==> src/rtl/vga_pkg.sv <==
// Shared definitions for the VGA pattern/timing generator: pattern mode codes and
// helpers for sizing raster counters and picking bits out of them.
package vga_pkg;

    localparam logic [1:0] MODE_CHECK  = 2'd0;
    localparam logic [1:0] MODE_BARS   = 2'd1;
    localparam logic [1:0] MODE_SOLID  = 2'd2;
    localparam logic [1:0] MODE_SCROLL = 2'd3;

    // Width of a counter that must hold 0..total-1.
    function automatic int unsigned cnt_width(input int unsigned total);
        return (total < 2) ? 1 : $clog2(total);
    endfunction

    // Bit select that reads as 0 beyond the counter width (small rasters, wide cells).
    function automatic logic bit_at(input logic [31:0] value, input int unsigned idx);
        return (idx < 32) ? value[idx] : 1'b0;
    endfunction

endpackage

==> src/rtl/vga_timing_counter.sv <==
// One raster axis: wrapping position counter with active-region and sync-pulse decode.
// wrap_o is combinational so the next axis can step on the same pixel.
module vga_timing_counter
    import vga_pkg::*;
#(
    parameter int unsigned ACTIVE = 800,
    parameter int unsigned FP     = 56,
    parameter int unsigned SYNC   = 120,
    parameter int unsigned BP     = 64,
    parameter bit          POL    = 1'b0,
    localparam int unsigned TOTAL = ACTIVE + FP + SYNC + BP,
    localparam int unsigned CNT_W = cnt_width(TOTAL)
) (
    input  logic             clk_i,
    input  logic             rst_ni,
    input  logic             step_i,
    output logic             wrap_o,
    output logic [CNT_W-1:0] cnt_o,
    output logic             active_o,
    output logic             sync_level_o
);

    localparam logic [CNT_W-1:0] LAST = CNT_W'(TOTAL - 1);

    logic [CNT_W-1:0] cnt_q, cnt_d;

    always_comb begin
        cnt_d = cnt_q;
        if (step_i) begin
            cnt_d = (cnt_q == LAST) ? '0 : cnt_q + CNT_W'(1);
        end
    end

    always_ff @(posedge clk_i or negedge rst_ni) begin
        if (!rst_ni) begin
            cnt_q <= '0;
        end else begin
            cnt_q <= cnt_d;
        end
    end

    assign wrap_o       = step_i && (cnt_q == LAST);
    assign cnt_o        = cnt_q;
    assign active_o     = 32'(cnt_q) < ACTIVE;
    assign sync_level_o = ((32'(cnt_q) >= ACTIVE + FP) && (32'(cnt_q) < ACTIVE + FP + SYNC))
                          ? POL : ~POL;

endmodule

==> src/rtl/vga_pattern_timing.sv <==
// VGA raster timing generator with frame-latched test patterns; every output is
// registered one pixel strobe after the counter state that produced it.
module vga_pattern_timing
    import vga_pkg::*;
#(
    parameter int unsigned H_ACTIVE  = 800,
    parameter int unsigned H_FP      = 56,
    parameter int unsigned H_SYNC    = 120,
    parameter int unsigned H_BP      = 64,
    parameter int unsigned V_ACTIVE  = 600,
    parameter int unsigned V_FP      = 37,
    parameter int unsigned V_SYNC    = 6,
    parameter int unsigned V_BP      = 23,
    parameter bit          HS_POL    = 1'b0,
    parameter bit          VS_POL    = 1'b0,
    parameter int unsigned COLOR_W   = 1,
    parameter int unsigned CELL_LOG2 = 5,
    parameter int unsigned BAR_LOG2  = 7,
    parameter int unsigned FRAME_W   = 8
) (
    input  logic                 clk_i,
    input  logic                 rst_ni,
    input  logic                 pix_en_i,
    input  logic [1:0]           mode_i,
    input  logic [3*COLOR_W-1:0] fg_rgb_i,
    input  logic [3*COLOR_W-1:0] bg_rgb_i,
    output logic                 hsync_o,
    output logic                 vsync_o,
    output logic                 de_o,
    output logic [COLOR_W-1:0]   red_o,
    output logic [COLOR_W-1:0]   green_o,
    output logic [COLOR_W-1:0]   blue_o,
    output logic                 frame_start_o,
    output logic [FRAME_W-1:0]   frame_cnt_o
);

    localparam int unsigned H_W = cnt_width(H_ACTIVE + H_FP + H_SYNC + H_BP);
    localparam int unsigned V_W = cnt_width(V_ACTIVE + V_FP + V_SYNC + V_BP);
    localparam int unsigned RGB_W = 3 * COLOR_W;

    logic [H_W-1:0] h_cnt;
    logic [V_W-1:0] v_cnt;
    logic           h_wrap, v_wrap, h_active, v_active, h_sync, v_sync;

    vga_timing_counter #(
        .ACTIVE (H_ACTIVE),
        .FP     (H_FP),
        .SYNC   (H_SYNC),
        .BP     (H_BP),
        .POL    (HS_POL)
    ) u_h_counter (
        .clk_i        (clk_i),
        .rst_ni       (rst_ni),
        .step_i       (pix_en_i),
        .wrap_o       (h_wrap),
        .cnt_o        (h_cnt),
        .active_o     (h_active),
        .sync_level_o (h_sync)
    );

    vga_timing_counter #(
        .ACTIVE (V_ACTIVE),
        .FP     (V_FP),
        .SYNC   (V_SYNC),
        .BP     (V_BP),
        .POL    (VS_POL)
    ) u_v_counter (
        .clk_i        (clk_i),
        .rst_ni       (rst_ni),
        .step_i       (h_wrap),
        .wrap_o       (v_wrap),
        .cnt_o        (v_cnt),
        .active_o     (v_active),
        .sync_level_o (v_sync)
    );

    logic [1:0]         mode_q, mode_eff;
    logic [FRAME_W-1:0] frame_cnt_q;
    logic               first_px, visible, cell_sel;
    logic [H_W-1:0]     x_scroll;
    logic [2:0]         bar;
    logic [RGB_W-1:0]   rgb_d, rgb_q;
    logic               hsync_q, vsync_q, de_q, frame_start_q;

    assign first_px = (h_cnt == '0) && (v_cnt == '0);
    assign visible  = h_active && v_active;

    // The first pixel of a frame already uses the newly sampled mode.
    always_comb begin
        mode_eff = first_px ? mode_i : mode_q;
        x_scroll = h_cnt + H_W'(frame_cnt_q);
        bar      = ~{bit_at(32'(h_cnt), BAR_LOG2 + 2), bit_at(32'(h_cnt), BAR_LOG2 + 1),
                     bit_at(32'(h_cnt), BAR_LOG2)};
        cell_sel = 1'b0;
        rgb_d    = '0;
        case (mode_eff)
            MODE_CHECK:  cell_sel = bit_at(32'(h_cnt), CELL_LOG2) ^ bit_at(32'(v_cnt), CELL_LOG2);
            MODE_SCROLL: cell_sel = bit_at(32'(x_scroll), CELL_LOG2)
                                    ^ bit_at(32'(v_cnt), CELL_LOG2);
            default:     cell_sel = 1'b1;
        endcase
        if (visible) begin
            if (mode_eff == MODE_BARS) begin
                rgb_d = {{COLOR_W{bar[2]}}, {COLOR_W{bar[1]}}, {COLOR_W{bar[0]}}};
            end else begin
                rgb_d = cell_sel ? fg_rgb_i : bg_rgb_i;
            end
        end
    end

    always_ff @(posedge clk_i or negedge rst_ni) begin
        if (!rst_ni) begin
            mode_q        <= MODE_CHECK;
            frame_cnt_q   <= '0;
            hsync_q       <= ~HS_POL;
            vsync_q       <= ~VS_POL;
            de_q          <= 1'b0;
            rgb_q         <= '0;
            frame_start_q <= 1'b0;
        end else if (pix_en_i) begin
            if (first_px) begin
                mode_q <= mode_i;
            end
            if (h_wrap && v_wrap) begin
                frame_cnt_q <= frame_cnt_q + FRAME_W'(1);
            end
            hsync_q       <= h_sync;
            vsync_q       <= v_sync;
            de_q          <= visible;
            rgb_q         <= rgb_d;
            frame_start_q <= first_px;
        end
    end

    assign hsync_o       = hsync_q;
    assign vsync_o       = vsync_q;
    assign de_o          = de_q;
    assign red_o         = rgb_q[RGB_W-1 -: COLOR_W];
    assign green_o       = rgb_q[2*COLOR_W-1 -: COLOR_W];
    assign blue_o        = rgb_q[COLOR_W-1:0];
    assign frame_start_o = frame_start_q;
    assign frame_cnt_o   = frame_cnt_q;

endmodule

==> config.mk <==
export PLATFORM = sky130hd
export DESIGN_NAME = vga_pattern_timing
export DESIGN_NICKNAME = d
export VERILOG_FILES = /design/src/rtl/vga_pkg.sv /design/src/rtl/vga_timing_counter.sv /design/src/rtl/vga_pattern_timing.sv
export SDC_FILE = /design/constraint.sdc
export NUM_CORES = 1
export LEC_CHECK = 0
export BUFFER_PORTS_ARGS = -buffer_cell sky130_fd_sc_hd__buf_4
export CAP_MARGIN = 40
export CORE_MARGIN = 2
export CORE_UTILIZATION = 45
export CTS_CLUSTER_DIAMETER = 40
export DETAILED_ROUTE_END_ITERATION = 8
export PLACE_DENSITY = 0.7
export SLEW_MARGIN = 20
export SYNTH_ARGS = -nofsm -noshare
export SYNTH_HDL_FRONTEND = slang
export SYNTH_SLANG_ARGS = --single-unit
==> constraint.sdc <==
create_clock -name clk_i -period 3.2 [get_ports clk_i]
set_input_delay 0.16 -clock clk_i [delete_from_list [all_inputs] [get_ports clk_i]]
set_output_delay 0.16 -clock clk_i [all_outputs]
set_load 0.1 [all_outputs]
==> impl.org <==
** Routing
- Final routed wire length divided by cell count :: 14.95 um
- In this run, the number of DRC markers left after iteration 0 of detailed routing was 103.
- Number of nets with antenna violations after routing :: 0
- Iteration count of the initial detailed-routing pass :: 4
- Dividing the detail-routed via count by the number of cells gives 5.402.
- Summed over all layers, the routed wires come to 5053 um.
- The final route contains 1826 vias.
- Count of unresolved DRC violations after routing :: 0

** Floorplanning
- 26 I/O pins were placed.
- The core region is ~0.0048 sq mm.
- In this run the vertical extent of the chip is between 70 and 80 um.
- After floorplanning, the core was divided into 25 placement rows.
- Die outline area :: 0.005575 sq mm
- The initial utilization of the core area, before any placement, comes to 0.4726.
- The die is 74.67 um wide.

** Synthesis
- Main combinational cell family by area after synthesis :: simple AND/OR/NAND/NOR gates
- Of the total synthesized cell area, the portion taken by XOR and XNOR cells is 0.07795.
- Of the total synthesized cell area, the portion taken by AND, OR, NAND and NOR gates is 0.2327.
- Cell area after technology mapping :: 0.002247 sq mm
- Post-synth EDFFs :: 0
- Number of warnings printed during yosys synthesis :: 0
- Yosys top cell by area :: dfrtp_1
- For this run, asynchronously set or reset flops after synthesis account for 1.000.
- Counting flops and latches in the post-synthesis netlist gives 38.
- The number of nets in the synthesized netlist is 254.
- Predominant post-synthesis flop cell :: dfrtp_1
- Mux cell area share after synthesis :: 0.03341
- The compound-cell area share of the yosys netlist was 0.09967.
- The share of synthesized area in the top cell type comes to 0.4009.
- Of the total synthesized cell area, the portion taken by full adders, half adders and majority gates is 0.07238.
- A synthesized cell averages 9.770 sq um.
- Unique cell type count in the Yosys netlist :: 46
- Synth area leaders :: dfrtp_1, ha_1, xor2_1, nand2_1, nor2_1
- Part of the Yosys area used for sequential elements :: 0.4243
- Post-synthesis instance total :: 230

** CTS
- Clock tree synthesis found a total of 38 sinks.
- Cts bufs inserted :: 5
- After clock tree synthesis, the clock-pin slew on the worst setup and hold paths is 80 ps.
- Clock tree from TritonCTS :: yes
- The H-tree was split into 2 levels.
- Clock root cell :: clkbuf_8
- No sink is reached through more buffers than the 2 on the longest clock path.
- Clock latency on the worst-skew pair :: 290 ps

** Layout
- Layout Utilization :: 0.5832
- The repair_antennas step left the layout with diodes totalling 0.
- The library cell used most frequently in the layout, excluding fill and tap cells, is buf_4.
- Most frequent cells in the layout :: buf_4, dfrtp_1, nor2_1, nand2_1, xor2_1
- Net count, final :: 294
- The area growth from synthesis to layout is 23.39%.
- Fin cells :: 338
- The filler cells instantiated in the layout total 440.
- Of the cells placed in the final design, the portion with a size suffix greater than 1 is 0.2841.

** STA
- Counting I/O delays and the setup requirement, the final critical path takes 3076 ps.
- On the final layout, the worst clock skew is 7.760 ps.
- Based on the critical path, the design can be clocked at up to 325.1 MHz.
- Hold Violations, Final :: 0
- Share of the clock period used by the worst path :: 0.9611
- Measured slew at the worst slew-check pin :: 500.3 ps
- Setup repair after global routing missed its margin :: yes
- Max-slew violations :: 0
- Setup violations remaining at the end of the flow were counted as 0.
- Measured against its own limit, the worst slew margin works out to 0.6617.

** Power
- Design internal power :: 876.8 uW
- Across the VDD grid, the largest voltage drop is approximately 0.00048 V.
- Switch share :: 0.3497
- Relative contribution of combinational cells to total power :: 0.291
- In this run the power density over the cells is 486.3 mW/mm^2.
- Summed over all nets, the switching power comes to 471.6 uW.
- In this run the static leakage power is 0.001328 uW.
- Power share of the sequential group :: 0.420
- Clock power frac :: 0.289

** GRT
- Across every metal layer, demand over resource in global routing totals 0.2014.
- Via count of the first global-routing pass :: about 1.9k
- Entering global routing, the biggest net connects 39 pins.
- Number of antenna violations at the first check in global routing :: 0
- The first global-routing pass estimated 8569 um of wire.
- Summed over all layers, the global routing overflow is 0.

** Placed design
- Number of placed instances, taps included :: 326
- GP Congestion :: 0.7965
- Half-perimeter wire length after detailed placement :: 3658 um
- Count of input and output buffers :: 25

** Worst setup path
- Kind of cell adding the most delay to the critical path :: simple AND/OR/NAND/NOR gates
- Number of stages on the worst setup path :: 14
- Traced cell by cell, the critical path runs through or3_4, or3_4, nor3_4, buf_6, mux2i_4, inv_2, ha_4, nand3b_1, a211oi_2, a311oi_2, mux2i_1, buf_4, nor4_2, a211oi_2.
- STA classifies the critical path endpoint as a flop.
- The worst register-to-register path begins at u_v_counter.cnt_o[5]$_DFFE_PN0P_.
- Startpoint type of the worst setup path :: flop
- Highest cell delay on the worst timing path :: ~390 ps
- Data on the critical path arrives at its endpoint at ~3200 ps.
- Critical path class :: reg2reg
- The slowest stage of the critical path belongs to the cell dfrtp_1.
- For the worst setup path, the data required time is 3370 ps.
- The critical path contains buffers and inverters numbering 3 combined.
- Worst reg-to-reg path cell count :: 14
- Maximum fanout along the worst path :: 5
- In this run the worst setup path begins at u_v_counter.cnt_o[5]$_DFFE_PN0P_.

** Min path
- The startpoint identified for the worst hold timing path is mode_i[0].
- Along the worst hold path, the cell count comes to 2.
- Worst hold path class :: in2reg

** Flow run
- Number of max-capacitance violations reported :: 0

** Outcome
- The flow ran to the end, and the final reports show no timing, DRC or antenna violations.
[worst reg2reg max path: stages, from the launching register on]
cell	delay, ps
dfrtp_1	390
or3_4	390
or3_4	360
nor3_4	190
buf_6	140
mux2i_4	230
inv_2	60
ha_4	160
nand3b_1	90
a211oi_2	60
a311oi_2	300
mux2i_1	110
buf_4	170
nor4_2	260
a211oi_2	60
[sequential cells by signal, summed over array words and instances, names as in the netlist]
signal and count:
u_v_counter.cnt_o 10, vsync_o 1, rgb_q 3, frame_start_o 1, frame_cnt_o 8, mode_q 2, hsync_o 1, u_h_counter.cnt_o 11
de_o 1
[metal layers]
layer	wire [um]	share of wire	up-vias	track usage
li1	-	-	898	-
met1	2317	0.46	878	0.2672
met2	2481	0.49	43	0.3363
met3	186	0.037	7	0.03481
met4	68	0.013	0	0.06746
met5	0	0	-	0
[Yosys cell counts, types with 2 or more instances]
cell type,number
dfrtp_1,36
nand2_1,19
nor2_1,19
ha_1,13
xor2_1,13
a21oi_1,11
o21ai_0,11
nand3_1,10
nand4_1,10
inv_1,9
xnor2_1,7
clkbuf_1,6
nor3_1,6
nor4_1,5
a211oi_1,4
mux2_2,4
or3_1,4
mux2i_1,3
nand4b_1,3
nor2b_1,3
a21o_1,2
a31oi_1,2
and3_1,2
and4_1,2
buf_6,2
dfstp_2,2
o22ai_1,2
or2_2,2
[power groups by stage]
stage / registers, uW / logic [uW] / clock network (uW)
floorplan: 663 / 148 / 0
global placement: 575 / 355 / 0
detailed placement: 574 / 362 / 0
CTS: 566 / 381 / 398
global route: 573 / 421 / 415
finish: 566 / 392 / 390
[layout make-up]
class                   instances  area (sq um)  area share
inverters                       9         33.78     0.01218
multi-input cells             171          1247      0.4499
repair buffers                 45         344.1      0.1241
well taps                      67         83.83     0.03023
flip-flops and latches         38         953.4      0.3439
clock buffers                   8         110.1     0.03971
[kinds of logic after synthesis]
kind of cell / after synthesis
adders and majority gates: 13
muxes: 7
DFF: 38
AOI/OAI and AO/OA: 37
xor gates and xnor gates: 20
buffers and inverters: 21
and+or+nand+nor: 94
[per-stage QoR]
| stage | total power [uW] | TNS, ps | setup WS [ps] | hold slack (ps) | cell area, sq um |
|---|---|---|---|---|---|
| 2_1_floorplan | 811.4 | 0 | 15.91 | -135.6 | 2252 |
| 3_3_place_gp | 930.3 | 0 | 47.03 | 156.6 | 2544 |
| 3_5_place_dp | 935.9 | -313.5 | -128.8 | 164.4 | 2544 |
| 4_1_cts | 1344 | -10.79 | -10.79 | 116.9 | 2739 |
| 5_1_grt | 1409 | -95.37 | -37.06 | 127.9 | 2773 |
| 6_report | 1348 | 0 | 124.3 | 121.7 | 2773 |
[worst paths after layout]
path                                                    end  slack, ps
setup / recovery                       rgb_q[1]$_DFFE_PN0P_        120
hold / removal                        mode_q[0]$_DFFE_PN0P_        120
setup reg to reg                       rgb_q[1]$_DFFE_PN0P_        120
hold reg to reg                  frame_cnt_o[7]$_DFFE_PN0P_        470
max in group asynchronous               vsync_o$_DFFE_PN1P_       2450
min in group asynchronous  u_v_counter.cnt_o[4]$_DFFE_PN0P_        390
[what timing repair did]
item,CTS,global route
hold buffers,1,0
endpoints found under the hold margin,36,0
gates cloned,0,0
pin swaps,7,8
resized for setup,10,6
setup endpoints to repair,3,3
buffers inserted,3,0
Note: power is estimated with default switching activity, not from simulation.
